`src/rtl/usb_rx_pkg.sv`:
```
// Shared types and constants for the USB receive decoder: PID codes, FSM states
// and the CRC5/CRC16 parameters used by the residue checks.
package usb_rx_pkg;

    typedef enum logic [3:0] {
        PID_OUT   = 4'b0001,
        PID_IN    = 4'b1001,
        PID_SETUP = 4'b1101,
        PID_DATA0 = 4'b0011,
        PID_DATA1 = 4'b1011,
        PID_ACK   = 4'b0010,
        PID_NAK   = 4'b1010,
        PID_STALL = 4'b1110
    } pid_t;

    typedef enum logic [2:0] {
        ST_IDLE,
        ST_PID,
        ST_TOKEN,
        ST_DATA,
        ST_HSK,
        ST_ERR
    } state_t;

    localparam logic [4:0]  CRC5_INIT     = 5'b11111;
    localparam logic [4:0]  CRC5_POLY     = 5'b00101;
    localparam logic [4:0]  CRC5_RESIDUE  = 5'b01100;
    localparam logic [15:0] CRC16_INIT    = 16'hFFFF;
    localparam logic [15:0] CRC16_POLY    = 16'h8005;
    localparam logic [15:0] CRC16_RESIDUE = 16'h800D;

    function automatic logic pid_check(input logic [7:0] b);
        logic known;
        case (b[3:0])
            PID_OUT, PID_IN, PID_SETUP, PID_DATA0, PID_DATA1,
            PID_ACK, PID_NAK, PID_STALL: known = 1'b1;
            default:                     known = 1'b0;
        endcase
        return known && (b[7:4] == ~b[3:0]);
    endfunction

    function automatic state_t pid_class(input logic [3:0] p);
        case (p)
            PID_OUT, PID_IN, PID_SETUP: return ST_TOKEN;
            PID_DATA0, PID_DATA1:       return ST_DATA;
            default:                    return ST_HSK;
        endcase
    endfunction

    // Look-ahead steps so end-of-packet can judge a bit arriving in the same cycle.
    function automatic logic [4:0] crc5_step(input logic [4:0] c, input logic b);
        return {c[3:0], 1'b0} ^ ({5{b ^ c[4]}} & CRC5_POLY);
    endfunction

    function automatic logic [15:0] crc16_step(input logic [15:0] c, input logic b);
        return {c[14:0], 1'b0} ^ ({16{b ^ c[15]}} & CRC16_POLY);
    endfunction

endpackage

```
`src/rtl/usb_rx_crc.sv`:
```
// Serial CRC register, MSB-feedback form, one bit per enabled cycle.
module usb_rx_crc #(
    parameter int           W    = 5,
    parameter logic [W-1:0] POLY = '0,
    parameter logic [W-1:0] INIT = '1
) (
    input  logic         clk,
    input  logic         rst,
    input  logic         en,
    input  logic         clr,
    input  logic         bit_in,
    output logic [W-1:0] crc
);

    logic [W-1:0] crc_q, crc_d;

    always_comb begin
        crc_d = crc_q;
        if (clr)
            crc_d = INIT;
        else if (en)
            crc_d = {crc_q[W-2:0], 1'b0} ^ ({W{bit_in ^ crc_q[W-1]}} & POLY);
    end

    always_ff @(posedge clk or posedge rst) begin
        if (rst) crc_q <= INIT;
        else     crc_q <= crc_d;
    end

    assign crc = crc_q;

endmodule

```
`src/rtl/usb_rx_decoder.sv`:
```
// USB receive packet decoder: PID check, token/data/handshake handling, CRC checks.
// Optional packet statistics counters under RX_DECODER_STATS_EN.
module usb_rx_decoder
    import usb_rx_pkg::*;
#(
    parameter int MAX_BYTES = 64
) (
    input  logic        clk,
    input  logic        rst,
    input  logic        s_in,
    input  logic        bit_valid,
    input  logic        start_decode,
    input  logic        end_decode,
    output logic [3:0]  pid,
    output logic        pid_valid,
    output logic        pid_error,
    output logic [6:0]  addr,
    output logic [3:0]  endp,
    output logic [7:0]  data_byte,
    output logic        byte_valid,
    output logic        crc_error,
    output logic        pkt_done
`ifdef RX_DECODER_STATS_EN
    ,
    output logic [15:0] good_pkt_cnt,
    output logic [15:0] err_pkt_cnt
`endif
);

    localparam int BCW = $clog2(MAX_BYTES + 4);

    state_t          state_q, state_d;
    logic [9:0]      cnt_q, cnt_d;
    logic [15:0]     sr_q, sr_d, sr_shift;
    logic [BCW-1:0]  byte_cnt_q, byte_cnt_d;
    logic [7:0]      buf0_q, buf0_d, buf1_q, buf1_d;
    logic [1:0]      buf_cnt_q, buf_cnt_d;
    logic [3:0]      pid_q, pid_d, endp_q, endp_d;
    logic [6:0]      addr_q, addr_d;
    logic [7:0]      data_byte_q, data_byte_d;
    logic            pid_valid_q, pid_valid_d, pid_error_q, pid_error_d;
    logic            byte_valid_q, byte_valid_d, crc_error_q, crc_error_d;
    logic            pkt_done_q, pkt_done_d, pid_err_sent_q, pid_err_sent_d;
    logic            crc_en, crc_clr;
    logic [4:0]      crc5_q, crc5_chk;
    logic [15:0]     crc16_q, crc16_chk;

    usb_rx_crc #(.W(5), .POLY(CRC5_POLY), .INIT(CRC5_INIT)) u_crc5 (
        .clk(clk), .rst(rst), .en(crc_en), .clr(crc_clr), .bit_in(s_in), .crc(crc5_q)
    );

    usb_rx_crc #(.W(16), .POLY(CRC16_POLY), .INIT(CRC16_INIT)) u_crc16 (
        .clk(clk), .rst(rst), .en(crc_en), .clr(crc_clr), .bit_in(s_in), .crc(crc16_q)
    );

    always_comb begin
        state_d        = state_q;
        cnt_d          = cnt_q;
        sr_d           = sr_q;
        byte_cnt_d     = byte_cnt_q;
        buf0_d         = buf0_q;
        buf1_d         = buf1_q;
        buf_cnt_d      = buf_cnt_q;
        pid_d          = pid_q;
        addr_d         = addr_q;
        endp_d         = endp_q;
        data_byte_d    = data_byte_q;
        pid_err_sent_d = pid_err_sent_q;
        pid_valid_d    = 1'b0;
        pid_error_d    = 1'b0;
        byte_valid_d   = 1'b0;
        crc_error_d    = 1'b0;
        pkt_done_d     = 1'b0;
        crc_en         = 1'b0;
        crc_clr        = 1'b0;
        sr_shift       = {s_in, sr_q[15:1]};
        crc5_chk       = bit_valid ? crc5_step(crc5_q, s_in) : crc5_q;
        crc16_chk      = bit_valid ? crc16_step(crc16_q, s_in) : crc16_q;

        if (start_decode) begin
            // A bit in the start cycle is the first PID bit.
            state_d        = ST_PID;
            cnt_d          = bit_valid ? 10'd1 : 10'd0;
            sr_d           = bit_valid ? {s_in, 15'd0} : 16'd0;
            byte_cnt_d     = '0;
            buf_cnt_d      = 2'd0;
            pid_err_sent_d = 1'b0;
            crc_clr        = 1'b1;
        end else begin
            unique case (state_q)
                ST_IDLE: ;
                ST_PID: begin
                    if (bit_valid) begin
                        sr_d  = sr_shift;
                        cnt_d = cnt_q + 10'd1;
                    end
                    if (bit_valid && cnt_q == 10'd7) begin
                        cnt_d = 10'd0;
                        if (pid_check(sr_shift[15:8])) begin
                            pid_valid_d = 1'b1;
                            pid_d       = sr_shift[11:8];
                            state_d     = pid_class(sr_shift[11:8]);
                            if (end_decode) begin
                                state_d = ST_IDLE;
                                if (pid_class(sr_shift[11:8]) == ST_HSK) pkt_done_d  = 1'b1;
                                else                                     crc_error_d = 1'b1;
                            end
                        end else begin
                            pid_error_d    = 1'b1;
                            pid_err_sent_d = 1'b1;
                            state_d        = end_decode ? ST_IDLE : ST_ERR;
                        end
                    end else if (end_decode) begin
                        pid_error_d = 1'b1;
                        state_d     = ST_IDLE;
                    end
                end
                ST_TOKEN: begin
                    if (bit_valid) begin
                        crc_en = 1'b1;
                        sr_d   = sr_shift;
                        if (cnt_q != 10'h3FF) cnt_d = cnt_q + 10'd1;
                    end
                    if (end_decode) begin
                        state_d = ST_IDLE;
                        if (cnt_d == 10'd16 && crc5_chk == CRC5_RESIDUE) begin
                            addr_d     = sr_d[6:0];
                            endp_d     = sr_d[10:7];
                            pkt_done_d = 1'b1;
                        end else begin
                            crc_error_d = 1'b1;
                        end
                    end
                end
                ST_DATA: begin
                    if (bit_valid) begin
                        crc_en = 1'b1;
                        sr_d   = sr_shift;
                        cnt_d  = cnt_q + 10'd1;
                        if (cnt_q[2:0] == 3'd7) begin
                            byte_cnt_d = byte_cnt_q + BCW'(1);
                            if (byte_cnt_d > BCW'(MAX_BYTES + 2)) begin
                                state_d = ST_ERR;
                            end else if (buf_cnt_q == 2'd2) begin
                                data_byte_d  = buf0_q;
                                byte_valid_d = 1'b1;
                                buf0_d       = buf1_q;
                                buf1_d       = sr_shift[15:8];
                            end else if (buf_cnt_q == 2'd1) begin
                                buf1_d    = sr_shift[15:8];
                                buf_cnt_d = 2'd2;
                            end else begin
                                buf0_d    = sr_shift[15:8];
                                buf_cnt_d = 2'd1;
                            end
                        end
                    end
                    if (end_decode) begin
                        state_d   = ST_IDLE;
                        buf_cnt_d = 2'd0;
                        if (cnt_d[2:0] == 3'd0 && byte_cnt_d >= BCW'(2) &&
                            byte_cnt_d <= BCW'(MAX_BYTES + 2) && crc16_chk == CRC16_RESIDUE)
                            pkt_done_d = 1'b1;
                        else
                            crc_error_d = 1'b1;
                    end
                end
                ST_HSK: begin
                    if (bit_valid) begin
                        state_d = ST_ERR;
                        if (end_decode) begin
                            crc_error_d = 1'b1;
                            state_d     = ST_IDLE;
                        end
                    end else if (end_decode) begin
                        pkt_done_d = 1'b1;
                        state_d    = ST_IDLE;
                    end
                end
                ST_ERR: begin
                    if (end_decode) begin
                        crc_error_d = !pid_err_sent_q;
                        state_d     = ST_IDLE;
                    end
                end
                default: state_d = ST_IDLE;
            endcase
        end
    end

    always_ff @(posedge clk or posedge rst) begin
        if (rst) begin
            state_q        <= ST_IDLE;
            cnt_q          <= '0;
            sr_q           <= '0;
            byte_cnt_q     <= '0;
            buf0_q         <= '0;
            buf1_q         <= '0;
            buf_cnt_q      <= '0;
            pid_q          <= '0;
            addr_q         <= '0;
            endp_q         <= '0;
            data_byte_q    <= '0;
            pid_err_sent_q <= 1'b0;
            pid_valid_q    <= 1'b0;
            pid_error_q    <= 1'b0;
            byte_valid_q   <= 1'b0;
            crc_error_q    <= 1'b0;
            pkt_done_q     <= 1'b0;
        end else begin
            state_q        <= state_d;
            cnt_q          <= cnt_d;
            sr_q           <= sr_d;
            byte_cnt_q     <= byte_cnt_d;
            buf0_q         <= buf0_d;
            buf1_q         <= buf1_d;
            buf_cnt_q      <= buf_cnt_d;
            pid_q          <= pid_d;
            addr_q         <= addr_d;
            endp_q         <= endp_d;
            data_byte_q    <= data_byte_d;
            pid_err_sent_q <= pid_err_sent_d;
            pid_valid_q    <= pid_valid_d;
            pid_error_q    <= pid_error_d;
            byte_valid_q   <= byte_valid_d;
            crc_error_q    <= crc_error_d;
            pkt_done_q     <= pkt_done_d;
        end
    end

    assign pid        = pid_q;
    assign pid_valid  = pid_valid_q;
    assign pid_error  = pid_error_q;
    assign addr       = addr_q;
    assign endp       = endp_q;
    assign data_byte  = data_byte_q;
    assign byte_valid = byte_valid_q;
    assign crc_error  = crc_error_q;
    assign pkt_done   = pkt_done_q;

`ifdef RX_DECODER_STATS_EN
    logic [15:0] good_cnt_q, good_cnt_d, err_cnt_q, err_cnt_d;

    always_comb begin
        good_cnt_d = good_cnt_q;
        err_cnt_d  = err_cnt_q;
        if (pkt_done_d && good_cnt_q != 16'hFFFF)
            good_cnt_d = good_cnt_q + 16'd1;
        if ((pid_error_d || crc_error_d) && err_cnt_q != 16'hFFFF)
            err_cnt_d = err_cnt_q + 16'd1;
    end

    always_ff @(posedge clk or posedge rst) begin
        if (rst) begin
            good_cnt_q <= '0;
            err_cnt_q  <= '0;
        end else begin
            good_cnt_q <= good_cnt_d;
            err_cnt_q  <= err_cnt_d;
        end
    end

    assign good_pkt_cnt = good_cnt_q;
    assign err_pkt_cnt  = err_cnt_q;
`endif

endmodule

```
`config.mk`:
```
export PLATFORM = sky130hd
export DESIGN_NAME = usb_rx_decoder
export DESIGN_NICKNAME = d
export VERILOG_FILES = /design/src/rtl/usb_rx_pkg.sv /design/src/rtl/usb_rx_crc.sv /design/src/rtl/usb_rx_decoder.sv
export SDC_FILE = /design/constraint.sdc
export NUM_CORES = 1
export LEC_CHECK = 0
export CORE_AREA = 2 2 101 103
export DETAILED_ROUTE_END_ITERATION = 16
export DIE_AREA = 0 0 103 105
export PLACE_DENSITY = 0.84
export REMOVE_ABC_BUFFERS = 1
export SLEW_MARGIN = 30
export SYNTH_ARGS = -nofsm -noshare
export SYNTH_HDL_FRONTEND = slang
export SYNTH_SLANG_ARGS = --single-unit
```
`constraint.sdc`:
```
create_clock -name clk -period 4 [get_ports clk]
set_input_delay 0.8 -clock clk [delete_from_list [all_inputs] [get_ports clk]]
set_output_delay 0.8 -clock clk [all_outputs]
set_load 0.1 [all_outputs]
```
Yosys cells after proc, flatten, opt, wreduce, memory -nomap -nowiden
Memory sizes are Yosys's and may differ from the RTL's.
Cells that the tools add are included.

cells by class
  $add $sub $neg = 2
  $mul = 0
  div/mod/pow operators = 0
  magnitude comparators = 3
  eq/ne operators = 28
  shift-type cells = 0
  muxes and demuxes = 106
  bitwise gates (word level) = 7
  reduce and logical (&&, ||, !) cells = 33

operators with widths
  cell                                                                                 count
  16-bit 2-to-1 mux                                                                    7
  10-bit 2-to-1 mux                                                                    9
  1-bit 2-to-1 mux                                                                     48
  3-bit 2-to-1 mux                                                                     16
  7-bit 2-to-1 mux                                                                     6
  8-bit 2-to-1 mux                                                                     4
  10-bit case mux with 3 select lines                                                  1
  6-bit AND reduction                                                                  3
  16-bit == test, second input constant                                                1
  2-bit 2-to-1 mux                                                                     8
  16-bit bitwise XOR                                                                   1
  5-bit 2-to-1 mux                                                                     3
  3-bit case mux with 5 select lines                                                   1
  2-bit nonzero test                                                                   7
  3-bit == test, second input constant                                                 4
  4-bit == test, second input constant                                                 3
  4-bit != test, second input constant                                                 3
  4-bit AND reduction                                                                  3
  10-bit by 1-bit adder with 10-bit output, second input constant                      1
  10-bit by 3-bit == test with 1-bit output, second input constant                     1
  10-bit by 5-bit == test with 1-bit output, second input constant                     1
  10-bit != test, second input constant                                                1
  7-bit by 1-bit adder with 7-bit output, second input constant                        1
  7-bit by 2-bit greater-or-equal comparator with 1-bit output, second input constant  1
  29 further kinds                                                                     45

storage, ports and cells
  bits in registers = 104
  bits in latches = 0
  RAM bits = 0
  memory bits (read-only) = 16
  bits of input ports = 6
  output and inout bits = 28
  word-level logic and storage cells = 200
  memories kept = 1

memories
  memory            depth  width  rd ports  clocked after Yosys merged registers in  wr ports  RTL line          source
  (name not given)  16     1      1         0                                        0         usb_rx_pkg.sv:34  case (b[3:0])

Logic depth before layout (Yosys ltp)
  depth in word-level cells = 17
  mapped depth = 9

Modules after synthesis
Synthesis repeated with hierarchy kept, for this count alone.

second synthesis, totals
  cells, all modules = 556
  area total of the unflattened synthesis = 5,781.8 µm²

modules (own cells, without submodules)
  module                 times used  cells an instance  area each (µm²)  sequential area each (µm²)
  usb_rx_decoder         1           479                4,822.1          2,077.0
  usb_rx_crc at u_crc16  1           58                 709.4            420.4
  usb_rx_crc at u_crc5   1           19                 250.2            131.4

Worst setup path after synthesis
OpenSTA, ideal clock, no wires.

  path kind = register to register
  start point = reg cnt_q[0]
  end point = reg addr_q[0], in the netlist addr[0]
  arrival = 2,460 ps
  path slack = 1,414 ps
  stages on the path, launching flop included = 10
  path buffers = 1
  clock period less this slack = 2,586 ps
  path through = dfrtp_1 ha_1 ha_1 or3b_2 a31oi_1 o211ai_1 nor4_1 nand2_1 buf_4 mux2_2

between the ends
  cells in the longest elaborated chain, start to end = 8
  elaborated cells between the ends (all ways) = 9
  classes of those cells = add/sub (1); eq/ne (2); mux (4); reduce/logical (2)

RTL lines
  element                                                                            RTL line               source
  from (decl)                                                                        usb_rx_decoder.sv:33   logic [9:0] cnt_q, cnt_d;
  from (signal assigned)                                                             usb_rx_decoder.sv:212  cnt_q <= cnt_d;
  10-bit by 1-bit adder with 10-bit output / 10-bit != test (equally long branches)  usb_rx_decoder.sv:122  if (cnt_q != 10'h3FF) cnt_d = cnt_q + 10'd1;
  10-bit 2-to-1 mux                                                                  usb_rx_decoder.sv:122
  10-bit 2-to-1 mux (*)                                                              usb_rx_decoder.sv:119  if (bit_valid) begin
  10-bit 2-to-1 mux (*)                                                              usb_rx_decoder.sv:90   unique case (state_q)
  10-bit 2-to-1 mux (*)                                                              usb_rx_decoder.sv:80   if (start_decode) begin
  10-bit by 5-bit == test with 1-bit output (*)                                      usb_rx_decoder.sv:126  if (cnt_d == 10'd16 && crc5_chk == CRC5_RESIDUE) begin
  1-bit logical AND (*)                                                              usb_rx_decoder.sv:126
  4-bit AND reduction (no source line) (*)                                           --
  to (signal assigned)                                                               usb_rx_decoder.sv:219  addr_q <= addr_d;
  to (decl)                                                                          usb_rx_decoder.sv:39   logic [6:0] addr_q, addr_d;

Mark *: on every way between the ends. The rest lies on a longest branch, timed or not. The select of a mux whose other input is x is not followed.
A chain may end at the register's enable or synchronous reset.

Final worst setup path
  start point = in bit_valid
  end point = reg addr_q[5], in the netlist addr[5]

between the ends
  cells in the longest elaborated chain, start to end = 6
  elaborated cells between the ends (all ways) = 9
  classes of those cells = eq/ne (2); mux (5); reduce/logical (2)

RTL lines
  element                                    RTL line               source
  from (decl)                                usb_rx_decoder.sv:11   input logic bit_valid,
  10-bit 2-to-1 mux                          usb_rx_decoder.sv:119
  10-bit 2-to-1 mux                          usb_rx_decoder.sv:90
  10-bit 2-to-1 mux                          usb_rx_decoder.sv:80
  10-bit by 5-bit == test with 1-bit output  usb_rx_decoder.sv:126
  1-bit logical AND                          usb_rx_decoder.sv:126
  4-bit AND reduction (no source line)       --

Parallel ways exist; a longest one is shown, timed or not. The select of a mux whose other input is x is not followed.

==> reports/metrics.cfg <==
[status]
outcome = finished, final reports clean

[floorplan]
rows = 36
die_h_um = 105
core_area_sq_mm = 0.009639
num_io_pins = 34
initial_core_util_pct = 58.85
design.die.area_sq_mm = 0.01082
die_w_um = 103

[min_path]
hold_class = reg2reg

[timing]
rsz0062_at_grt = no
fmax_mhz = 311.3
fin_tns_setup_ns = 0
fin_worst_skew_ns = 0.02331
worst_pin_slew_ns = 0.9939
slew_headroom_pct = 33.54
finalSetupViolCount = 0
finalCritPeriodShare_pct = 80.30
hold_viol = 0
hold_ws_ns = 0.4678
final_max_slew_viol_count = 0
fin_crit_ns = 3.212
fin_ws_ns = 0.7880

[clock_tree]
clock_sinks = 104
h-tree-depth = 3
cts_buffer_depth = 2
cts_tree = done
cts_hold_buf = 0
clkTransAtPathRegs_ns = 0.11
post_cts_resized = 0
postCtsSetupBuffers = 0
cts_buffers = 9
insertion_delay_ns = 0.39
root_buffer = clkbuf_8

[route]
vias = 4392
firstDrtPassIters = 4
drtAntennaViolNets = 0
vias_per_cell = 6.025
wl_mm = 11.91
drt_iter0_markers = 313
post_drt_wl_per_cell_um = 16.34
drc = 0

[critical_path]
critical_path_class = in2reg
endpoint_kind = register
critPathLaunchType = input pin
crit_chain = clkdlybuf4s50_1 > nand4_1 > nor4_1 > a211oi_1 > nor4_1 > nand2_1 > mux2_2
slowest_delay_ns = 0.78
required_ns = 4.26
cpMostUsedCell = nor4_1
cp.arrival_ns = 3.47
critical_path.slowest_cell = clkdlybuf4s50_1
crit_fanout = 14

[synth]
ys_top_cells_by_area = dfrtp_1 37%, mux2_2 11%, dfstp_2 9.7%
synth_ff_type = dfrtp_1
ys_seq_elements = 104
syn_inst = 576
synth_top_cell_by_area = dfrtp_1
synth_edf_count = 0
syn_area_sq_mm = 0.005673
synth.avg_cell_area_sq_um = 9.849
synth_top_area_share_pct = 36.61
yosysSeqAreaShare_pct = 46.34
synth.distinct_cells = 74
ys_warn_count = 0
ys_async_sr_fraction_pct = 100.0

[placed_design]
dp.final_hpwl_mm = 8.154
place_congestion = 0.9381
io_buffers = 33
place_ws_ns = 0.3615

[grt]
grt_usage_pct = 24.13
antenna_found_initial = 0
grt_pass1_vias = 4318
grt_pass1_wl_mm = 20.89
grt-ovfl-total = 0
grt_start_max_net_pins = 85

[power]
power_density_mw_per_mm2 = 317.5
leakage_nw = 2.600
irDropWorstVdd_mv = 0.2388

[final_layout]
drive_gt1_share_pct = 19.97
diodes = 0
syn_to_final_growth_pct = 10.26
fin_util_pct = 64.89
fin_nets = 606

[flow_run]
maxCapViolations = 0

[where the power goes]
group / leakage [nW] / internal [mW] / switching, mW / total [mW]
sequential: 1.37 / 1.10 / 0.0366 / 1.14
clock: 0.107 / 0.256 / 0.426 / 0.682
combinational: 1.12 / 0.0566 / 0.108 / 0.165
[cell usage in the layout (no fill, tap or decap), types with 7 or more instances in the layout]
cell and n:
nor2_1 37, dfrtp_1 83, nor4_1 8, buf_4 7
nand2_1 94, xnor2_1 7, nand3_1 16, clkbuf_8 9
o21ai_0 33, inv_1 10, dfstp_2 21, a21oi_1 36
nor3_1 18, mux2_2 54, clkdlybuf4s50_1 32, ha_1 9
[final cells by class]
cell class                      count  area, sq um
Tap cell                          133        166.4
Fill cell                         753         3385
Clock inverter                      7        93.84
Clock buffer                        9        123.9
Timing Repair Buffer               40        377.9
Multi-Input combinational cell    425         2818
Inverter                           11        46.29
Sequential cell                   104         2629
[registers in the layout, summed over array words and instances (netlist names)]
signal	cells
pid	4
state_q	3
buf1_q	8
sr_q	16
u_crc5.crc	5
pid_err_sent_q	1
data_byte	8
crc_error	1
buf0_q	8
u_crc16.crc	16
byte_cnt_q	7
byte_valid	1
pkt_done	1
cnt_q	10
endp	4
addr	7
buf_cnt_q	2
pid_valid	1
pid_error	1
[metrics by stage]
step / power (mW) / cells / instance area (sq um)
floorplan: 1.254 / 540 / 5488
global placement: 1.315 / 713 / 6035
detailed placement: 1.322 / 713 / 6037
CTS: 2.001 / 729 / 6255
global route: 2.068 / 729 / 6255
finish: 1.986 / 729 / 6255
[kinds of logic after synthesis]
family                     synth area share [%]
AOI/OAI and AO/OA                         12.53
xor gates and xnor gates                  2.294
adders and majority gates                 1.985
buffers and inverters                     3.992
DFF                                       46.34
muxes                                     11.60
and+or+nand+nor                           21.26
[synth_stat cells, types with 3 or more instances]
cell	number
o211ai_1	4
buf_4	4
xnor2_1	7
nand2b_1	6
nand4_1	6
nor4_1	8
dfrtp_1	83
a211oi_1	4
clkbuf_1	20
and3_1	5
mux2_2	54
o21ai_0	33
nor3_1	18
inv_1	11
or3_1	6
mux2i_1	5
o21bai_1	3
buf_2	6
xor2_1	6
nor3b_1	3
a21o_1	3
nand2_1	94
a21oi_1	36
and2_1	4
nor2_1	37
a31oi_1	5
nand3_1	16
ha_1	9
dfstp_2	21
[critical path, delay by kind of cell]
kind | cells | cell delay, ns
buf+inv | 1 | 0.78
compound gates | 1 | 0.13
mux | 1 | 0.40
simple gates | 4 | 1.35
[layer usage]
metal / vias up / wire, um / GRT usage (%)
met5: - / 0 / 0
met4: 0 / 329 / 10.24
met3: 28 / 508 / 4.415
met2: 117 / 5890 / 37.06
met1: 2166 / 5181 / 33.42
li1: 2081 / - / -
[path summary, 6_finish.rpt]
path,start,end,slack (ns),cells past startpoint
min in group asynchronous,rst,byte_cnt_q[5]$_DFFE_PP0P_,0.90,2
max in group asynchronous,rst,u_crc16.crc[14]$_DFFE_PP1P_,2.32,3
hold reg to reg,u_crc16.crc[6]$_DFFE_PP1P_,u_crc16.crc[6]$_DFFE_PP1P_,0.47,2
setup reg to reg,cnt_q[0]$_DFFE_PP0P_,addr[5]$_DFFE_PP0P_,0.86,8
hold / removal,u_crc16.crc[6]$_DFFE_PP1P_,u_crc16.crc[6]$_DFFE_PP1P_,0.47,2
setup / recovery,bit_valid,addr[5]$_DFFE_PP0P_,0.79,7
Note: power is estimated with default switching activity, not from simulation.
